[src/rtl/sfx_pkg.sv]
// sfx_pkg: shared FSM states, ROM geometry and note codes for the sound-effect player.
package sfx_pkg;
    typedef enum logic [1:0] {IDLE, FETCH, LOAD, PLAY} sfx_state_e;
    localparam int SFX_ADDR_W = 7;
    localparam int SFX_ROM_DEPTH = 128;
    localparam logic [7:0] NOTE_REST = 8'h00;
    localparam logic [7:0] NOTE_END = 8'hFF;
endpackage

[src/rtl/sfx_tone_gen.sv]
// sfx_tone_gen: half-period counter plus toggle flop producing a square wave of note*PRESCALE clocks per half period.
module sfx_tone_gen
    import sfx_pkg::*;
#(
    parameter int PRESCALE = 64
) (
    input  logic       clk,
    input  logic       rst,
    input  logic       clr,
    input  logic       en,
    input  logic [7:0] note,
    output logic       audio
);
    localparam int HW = 8 + $clog2(PRESCALE);
    logic [HW-1:0] cnt_q, cnt_d, last;
    logic audio_q, audio_d, off, wrap;
    always_comb begin
        last = HW'(note) * HW'(PRESCALE) - HW'(1);
        off = clr || !en || note == NOTE_REST;
        wrap = cnt_q == last;
        cnt_d = off || wrap ? '0 : cnt_q + HW'(1);
        audio_d = off ? 1'b0 : audio_q ^ wrap;
    end
    always_ff @(posedge clk) begin
        if (rst) begin
            cnt_q <= '0;
            audio_q <= 1'b0;
        end else begin
            cnt_q <= cnt_d;
            audio_q <= audio_d;
        end
    end
    assign audio = audio_q;
endmodule

[src/rtl/sfx_player.sv]
// sfx_player: steps through sfx_rom from address 0 and plays each note byte as a square wave.
// Optional macro SFX_LOOP_EN: the end of the effect restarts at address 0 instead of returning to idle.
module sfx_player
    import sfx_pkg::*;
#(
    parameter int PRESCALE = 64,
    parameter int NOTE_CYCLES = 1500000
) (
    input  logic                  clk,
    input  logic                  rst,
    input  logic                  trigger,
    input  logic                  stop,
    output logic [SFX_ADDR_W-1:0] rom_addr,
    input  logic [7:0]            note_in,
    output logic                  audio,
    output logic                  busy
);
    localparam int DW = $clog2(NOTE_CYCLES);
`ifdef SFX_LOOP_EN
    localparam sfx_state_e END_STATE = FETCH;
`else
    localparam sfx_state_e END_STATE = IDLE;
`endif
    sfx_state_e state_q, state_d;
    logic [SFX_ADDR_W-1:0] addr_q, addr_d;
    logic [7:0] note_q, note_d;
    logic [DW-1:0] dur_q, dur_d;
    logic end_note, last_dur;
    always_comb begin
        state_d = state_q;
        addr_d = addr_q;
        note_d = note_q;
        end_note = 1'b0;
        last_dur = dur_q == DW'(NOTE_CYCLES - 1);
        case (state_q)
            IDLE: if (trigger) begin
                state_d = FETCH;
                addr_d = '0;
            end
            FETCH: state_d = LOAD;
            LOAD: begin
                note_d = note_in;
                if (note_in == NOTE_END) end_note = 1'b1;
                else state_d = PLAY;
            end
            PLAY: if (last_dur) begin
                if (addr_q == SFX_ADDR_W'(SFX_ROM_DEPTH - 1)) end_note = 1'b1;
                else begin
                    addr_d = addr_q + SFX_ADDR_W'(1);
                    state_d = FETCH;
                end
            end
        endcase
        if (end_note) begin
            state_d = END_STATE;
            addr_d = '0;
        end
        if (trigger && state_q != IDLE) begin
            state_d = FETCH;
            addr_d = '0;
        end
        // stop has the final say, so it beats a same-cycle trigger
        if (stop) begin
            state_d = IDLE;
            addr_d = '0;
        end
        dur_d = state_q == PLAY && state_d == PLAY ? dur_q + DW'(1) : '0;
    end
    always_ff @(posedge clk) begin
        if (rst) begin
            state_q <= IDLE;
            addr_q <= '0;
            note_q <= '0;
            dur_q <= '0;
        end else begin
            state_q <= state_d;
            addr_q <= addr_d;
            note_q <= note_d;
            dur_q <= dur_d;
        end
    end
    sfx_tone_gen #(.PRESCALE(PRESCALE)) u_tone (
        .clk(clk),
        .rst(rst),
        .clr(state_d != PLAY),
        .en(state_q == PLAY),
        .note(note_q),
        .audio(audio)
    );
    assign rom_addr = addr_q;
    assign busy = state_q != IDLE;
endmodule

[config.mk]
export PLATFORM = sky130hd
export DESIGN_NAME = sfx_player
export DESIGN_NICKNAME = d
export VERILOG_FILES = /design/src/rtl/sfx_pkg.sv /design/src/rtl/sfx_tone_gen.sv /design/src/rtl/sfx_player.sv
export SDC_FILE = /design/constraint.sdc
export NUM_CORES = 1
export LEC_CHECK = 0
export ABC_AREA = 1
export BUFFER_PORTS_ARGS = -buffer_cell sky130_fd_sc_hd__buf_2
export CAP_MARGIN = 20
export CORE_MARGIN = 5
export CORE_UTILIZATION = 40
export DETAILED_ROUTE_END_ITERATION = 10
export PLACE_DENSITY_LB_ADDON = 0.08
export SLEW_MARGIN = 20
export SYNTH_ARGS = -nofsm -noshare
export SYNTH_HDL_FRONTEND = slang
export SYNTH_SLANG_ARGS = --single-unit
[constraint.sdc]
create_clock -name clk -period 1.8 [get_ports clk]
set_clock_uncertainty 0.05 [all_clocks]
set_input_delay 0.18 -clock clk [delete_from_list [all_inputs] [get_ports clk]]
set_output_delay 0.18 -clock clk [all_outputs]
set_load 0.005 [all_outputs]
# Word-level counts from Yosys, hierarchy flattened
# Cells that the tools add are included.
[word_totals]
reg_bits = 53
in_bits = 12
output_inout_bits = 9
word_cells = 55
[op_classes]
n_addsub = 4
n_eq_ne = 12
n_mux = 16
n_bitwise = 2
reduce_logical = 15
[ops]
columns = ["cell", "n"]
rows = [
  ["$add A21 B1 Y21 const B", 1],
  ["$eq A21 B21 Y1 const B", 1],
  ["$mux W7", 3],
  ["$add A14 B1 Y14 const B", 1],
  ["$eq A14 B14 Y1", 1],
  ["$mux W2", 7],
  ["$pmux W7 S2", 1],
  ["$sub A14 B1 Y14 const B", 1],
  ["$eq A8 B8 Y1 const B", 1],
  ["$logic_not A8 Y1", 1],
  ["$ne A2 B2 Y1 const B", 4],
  ["$pmux W2 S4", 1],
  ["$add A7 B1 Y7 const B", 1],
  ["$eq A7 B7 Y1 const B", 1],
  ["$eq A2 B2 Y1 const B", 3],
  ["$reduce_or A2 Y1", 3],
  ["$reduce_and A4 Y1", 1],
  ["$reduce_bool A2 Y1", 2],
  ["$reduce_or A4 Y1", 1],
  ["$logic_or A1 B1 Y1", 3],
  ["$mux W1", 3],
  ["$eq A2 B1 Y1 const B", 1],
  ["$logic_and A1 B1 Y1", 2],
  ["$logic_not A2 Y1", 1],
  ["other kinds (4)", 4],
]

# Longest topological paths before layout
[depth]
ltp_word = 12
ltp_mapped = 14
mapped_depth_nobuf = 13

# By module
# From an unflattened synthesis, not the netlist that was laid out.
[unflattened]
cells_unflattened = 411
area_unflattened_um2 = 2899.0
[by_module_without_submodules]
columns = ["module", "instances", "cells_each", "area_per_inst_um2", "seq_area_each_um2"]
rows = [
  ["sfx_player", 1, 259, 1913.1, 760.7],
  ["sfx_tone_gen", 1, 152, 985.9, 300.3],
]

# Least setup slack after synthesis
# Ideal clock, no wire load.
[synth_timing]
path_kind = "reg-to-reg"
startpoint = "register note_q[0]"
endpoint = "register u_tone.cnt_q[7]"
setup_ns = 0.117
arrival_time_ns = 1.649
required_time_ns = 1.633
slack_ns = -0.016
path_stages_with_launch = 14
n_path_buf = 1
period_less_slack_ns = 1.816
cell_sequence = "dfxtp_1 inv_1 ha_1 nand2_1 inv_1 nor2_1 nand2_1 nor2_4 nand3_1 nor2_1 nand4_1 nand3_4 buf_12 nor2_2"
[synth_via]
elab_chain_len = 4
word_cells_on_any_way = 6
cone_classes = "1 x add/sub; 1 x eq/ne; 4 x reduce/logical"
[synth_lines]
columns = ["element", "line_no", "text"]
rows = [
  ["start: declaration", "sfx_player.sv:26", "logic [7:0] note_q, note_d;"],
  ["start signal: assignment", "sfx_player.sv:78", "note_q <= note_d;"],
  ["$sub A14 B1 Y14 or $logic_not A8 Y1 (tied branches)", "sfx_tone_gen.sv:18, sfx_tone_gen.sv:19", ""],
  ["$eq A14 B14 Y1 or $logic_or A1 B1 Y1 (tied branches)", "sfx_tone_gen.sv:20, sfx_tone_gen.sv:19", ""],
  ["$logic_or A1 B1 Y1 (*)", "sfx_tone_gen.sv:21", "cnt_d = off || wrap ? '0 : cnt_q + HW'(1);"],
  ["$reduce_or A2 Y1 (no line) (*)", "--", ""],
  ["end signal: assignment", "sfx_tone_gen.sv:29", "cnt_q <= cnt_d;"],
  ["end: declaration", "sfx_tone_gen.sv:15", "logic [HW-1:0] cnt_q, cnt_d, last;"],
]
# Every way passes the cells marked *; elsewhere a longest branch is shown, timed or not.
# A chain may end at the register's enable or synchronous reset.

# Worst setup path after layout
[layout_timing]
startpoint = "register note_q[1]"
endpoint = "register u_tone.cnt_q[8]"
# Same word-level chain as after synthesis.

==> metrics.csv <==
stage;metric;value;unit
status;outcome;finished, final reports clean;
finish;finalCoreUtilization;48.49;%
setup_path;crit_path_frequent_cell;nor2_1;
cts;path_clk_slew;0.09;ns
die;die_h;96.19;um
setup_path;arrival;1.92;ns
global_route;met1_usage;17.53;%
die;start_util;40.97;%
placed_design;place_congestion;0.8071;
finish;nets;462;
logic_synthesis;syn_inst;401;
cts;cts.sinks;53;
setup_path;crit_chain;inv_4, ha_4, nor2_1, nor2_1, nand2_1, nor2_4, nand3_2, nor2_1, nand4_1, nand3_4, nor2_2;
sta;tightest_slew;0.3437;ns
pwr;switching_power;0.5033;mW
die;die_area;9253;um^2
placed_design;portBuffers;20;
logic_synthesis;yosysSeqAreaShare;35.71;%
logic_synthesis;postSynthAreaPerCell;7.410;um^2
placed_design;pre_cts_ws;-0.01903;ns
setup_path;cp-start-kind;flop;
logic_synthesis;syn_nets;418;
worst_hold_path;hold_end;note_q[6]$_SDFFE_PP0P_;
setup_path;cp_slowest_cell;dfxtp_2;
finish;antenna_cells;0;
logic_synthesis;syn_area;2972;um^2
routing;final_antenna_net_count;0;
sta;min_period;1.772;ns
sta;rsz0062_at_grt;true;
pwr;finalPower;2.197;mW
setup_path;r2r_end;u_tone.cnt_q[8]$_SDFF_PP0_;
setup_path;crit_family;simple AND/OR/NAND/NOR gates;
pwr;ir_drop;0.0003182;V
pwr;p_sw_share;22.91;%
finish;final_common_cell;nand2_1;
setup_path;critPathMaxFanout;7;
global_route;antenna_found_initial;0;
routing;drc;0;
setup_path;r2r_start;note_q[1]$_SDFFE_PP0P_;
sta;hold_viol;0;
die;core;7253;um^2
placed_design;dpl.hpwl;4.531;mm
die;dieWidth;96.19;um
sta;worst_slack;0.02758;ns
sta;setup_viol;0;
global_route;grt_pass1_wl;10.15;mm
pwr;pwr-share-clk;38.7;%
setup_path;crit_type;reg2reg;
pwr;p_int;1.693;mW
sta;slew_headroom;77.06;%
run;max_cap_violations;0;
cts;clk_latency;0.31;ns
setup_path;critPathMaxStageDelay;0.36;ns
routing;num_vias;2519;
sta;final.setup.tns;0;ns
finish;area_growth;18.36;%
global_route;grtUsageMet2;22.66;%
global_route;grt_start_max_net_pins;22;
cts;clock_path_buffers;2;
finish;final_cell_mix;nand2_1, nor2_1, dfxtp_1;
worst_hold_path;holdPathStages;2;
logic_synthesis;ys_seq_elements;53;
cts;numCtsBuffers;5;
cts;cts_max_level;2;
logic_synthesis;ys_warn_count;0;
routing;drt_iter0_drc;76;
die;rows;31;
setup_path;r2r_setup_slack;0.03;ns
pwr;power_frac_seq;54.1;%
worst_hold_path;hold_path_class;in2reg;
routing;viasPerCell;4.622;
worst_hold_path;hold_start;rst;
sta;maxSlewViolCount;0;
pwr;power_density;624.5;nW/um^2
routing;wl_per_cell;10.82;um
logic_synthesis;ys_types;36;
cts;cts_hold_buffers;0;
setup_path;endpoint_kind;flop;
pwr;p_leak;1.378;nW
cts;root_buffer;clkbuf_8;
global_route;top_usage_layer;met2;
global_route;grt_pass1_vias;2332;
finish;drive_gt1_share;27.13;%
sta;fin_crit_sh;98.47;%
pwr;p_comb_share;7.2;%
sta;whs;0.02052;ns
setup_path;r2r.worst_path.cells;11;
routing;wirelength;5.896;mm
setup_path;required;1.95;ns
cts;cts_tree;done;
sta;clock.fmax;564.2;MHz
global_route;overflow;0;
setup_path;path_buf_inv;1;
die;io_pins;21;
global_route;grt_usage;13.74;%
routing;firstDrtPassIters;4;
global_route;gr-usage-met3;3.049;%
worst register-to-register path: cells and delay by family (launching register included):
kind,cells,cell delay (ns)
buffers and inverters,1,0.05
flip-flops,1,0.36
AND/OR/NAND/NOR,9,0.94
adder cells (fa/ha/maj),1,0.26
layer usage:
layer | up-vias | part of all wire [%] | wire length, um
li1 | 1371 | - | -
met4 | 0 | 1.5 | 91
met5 | - | 0 | 0
met3 | 8 | 2.5 | 146
met2 | 23 | 48 | 2818
met1 | 1117 | 48 | 2840
cells in the mapped netlist:
cell type	count	area, um^2
nor3_2	3	30.03
a211oi_1	1	7.510
inv_1	47	176.4
nor3b_1	1	7.510
nor2_1	58	217.7
or2_1	1	6.260
buf_12	1	20.02
o21bai_1	2	15.01
nand2_1	70	262.8
nor3_4	1	16.27
or2_2	3	18.77
a21oi_2	1	8.760
nor3_1	4	20.02
clkbuf_2	1	5.000
nand2_2	8	50.05
nor2_2	16	100.1
nand2_4	1	11.26
nand4_1	14	87.58
nor3b_2	3	37.54
dfxtp_1	53	1061
nand3_1	31	155.2
o21ai_0	9	45.04
nand3_2	3	30.03
clkbuf_1	1	3.750
o21ai_1	2	10.01
a21oi_1	18	90.09
xnor2_1	8	70.07
buf_6	2	22.52
nor2_4	6	67.56
o21ai_2	1	8.760
inv_2	2	7.510
ha_1	5	62.56
xor2_1	17	148.9
nand4_2	2	25.02
and3_1	2	12.51
nand3_4	3	52.55
area by class of cell:
class	instances	area (um^2)
Multi-Input combinational cell	295	1747
Inverter	49	188.9
Tap cell	99	123.9
Fill cell	728	3736
Clock inverter	2	37.54
Sequential cell	53	1067
Clock buffer	6	82.58
Timing Repair Buffer	41	270.3
through the flow:
| stage | instance area [um^2] | instances |
|---|---|---|
| floorplan | 2973 | 401 |
| global placement | 3293 | 533 |
| detailed placement | 3293 | 533 |
| CTS | 3417 | 541 |
| global route | 3517 | 545 |
| finish | 3517 | 545 |
flip-flops by register name, indices dropped and copies added (netlist names):
signal and cells:
dur_q 21, u_tone.cnt_q 14, note_q 8, rom_addr 7, state_q 2, u_tone.audio 1
power by group through the flow:
| stage | logic [mW] | registers, mW | clock network [mW] |
|---|---|---|---|
| floorplan | 0.101 | 1.21 | 0 |
| global placement | 0.146 | 1.21 | 0 |
| detailed placement | 0.147 | 1.21 | 0 |
| CTS | 0.148 | 1.19 | 0.890 |
| global route | 0.178 | 1.19 | 0.938 |
| finish | 0.158 | 1.19 | 0.850 |
repair_timing:
action,4_1_cts,5_1_grt
cloned,0,1
setup endpoints to repair,15,38
pin swaps,2,4
buffers inserted,0,3
resized for setup,3,18
cells by family (layout without fill, tap and decap cells):
| kind of cell | after synthesis | count (layout) | share of synthesized area [%] |
|---|---|---|---|
| compound gates | 34 | 34 | 6.232 |
| xor+xnor | 25 | 25 | 7.368 |
| fa+ha+maj | 5 | 5 | 2.105 |
| buf+inv | 54 | 98 | 7.916 |
| flops | 53 | 53 | 35.71 |
| simple gates | 230 | 231 | 40.67 |
worst max-delay path by stage:
stage	cells past startpoint	to	slack (ns)	from
2_1_floorplan	13	u_tone.cnt_q[7]$_SDFF_PP0_	0.05	note_q[0]$_SDFFE_PP0P_
3_3_place_gp	12	u_tone.cnt_q[0]$_SDFF_PP0_	0.03	note_q[0]$_SDFFE_PP0P_
3_5_place_dp	13	u_tone.cnt_q[2]$_SDFF_PP0_	-0.02	note_q[1]$_SDFFE_PP0P_
4_1_cts	12	u_tone.cnt_q[3]$_SDFF_PP0_	0.00006	note_q[0]$_SDFFE_PP0P_
5_1_grt	11	u_tone.cnt_q[8]$_SDFF_PP0_	-0.1	note_q[1]$_SDFFE_PP0P_
6_report	11	u_tone.cnt_q[8]$_SDFF_PP0_	0.03	note_q[1]$_SDFFE_PP0P_
No activity file was read; power rests on OpenSTA's default activity.
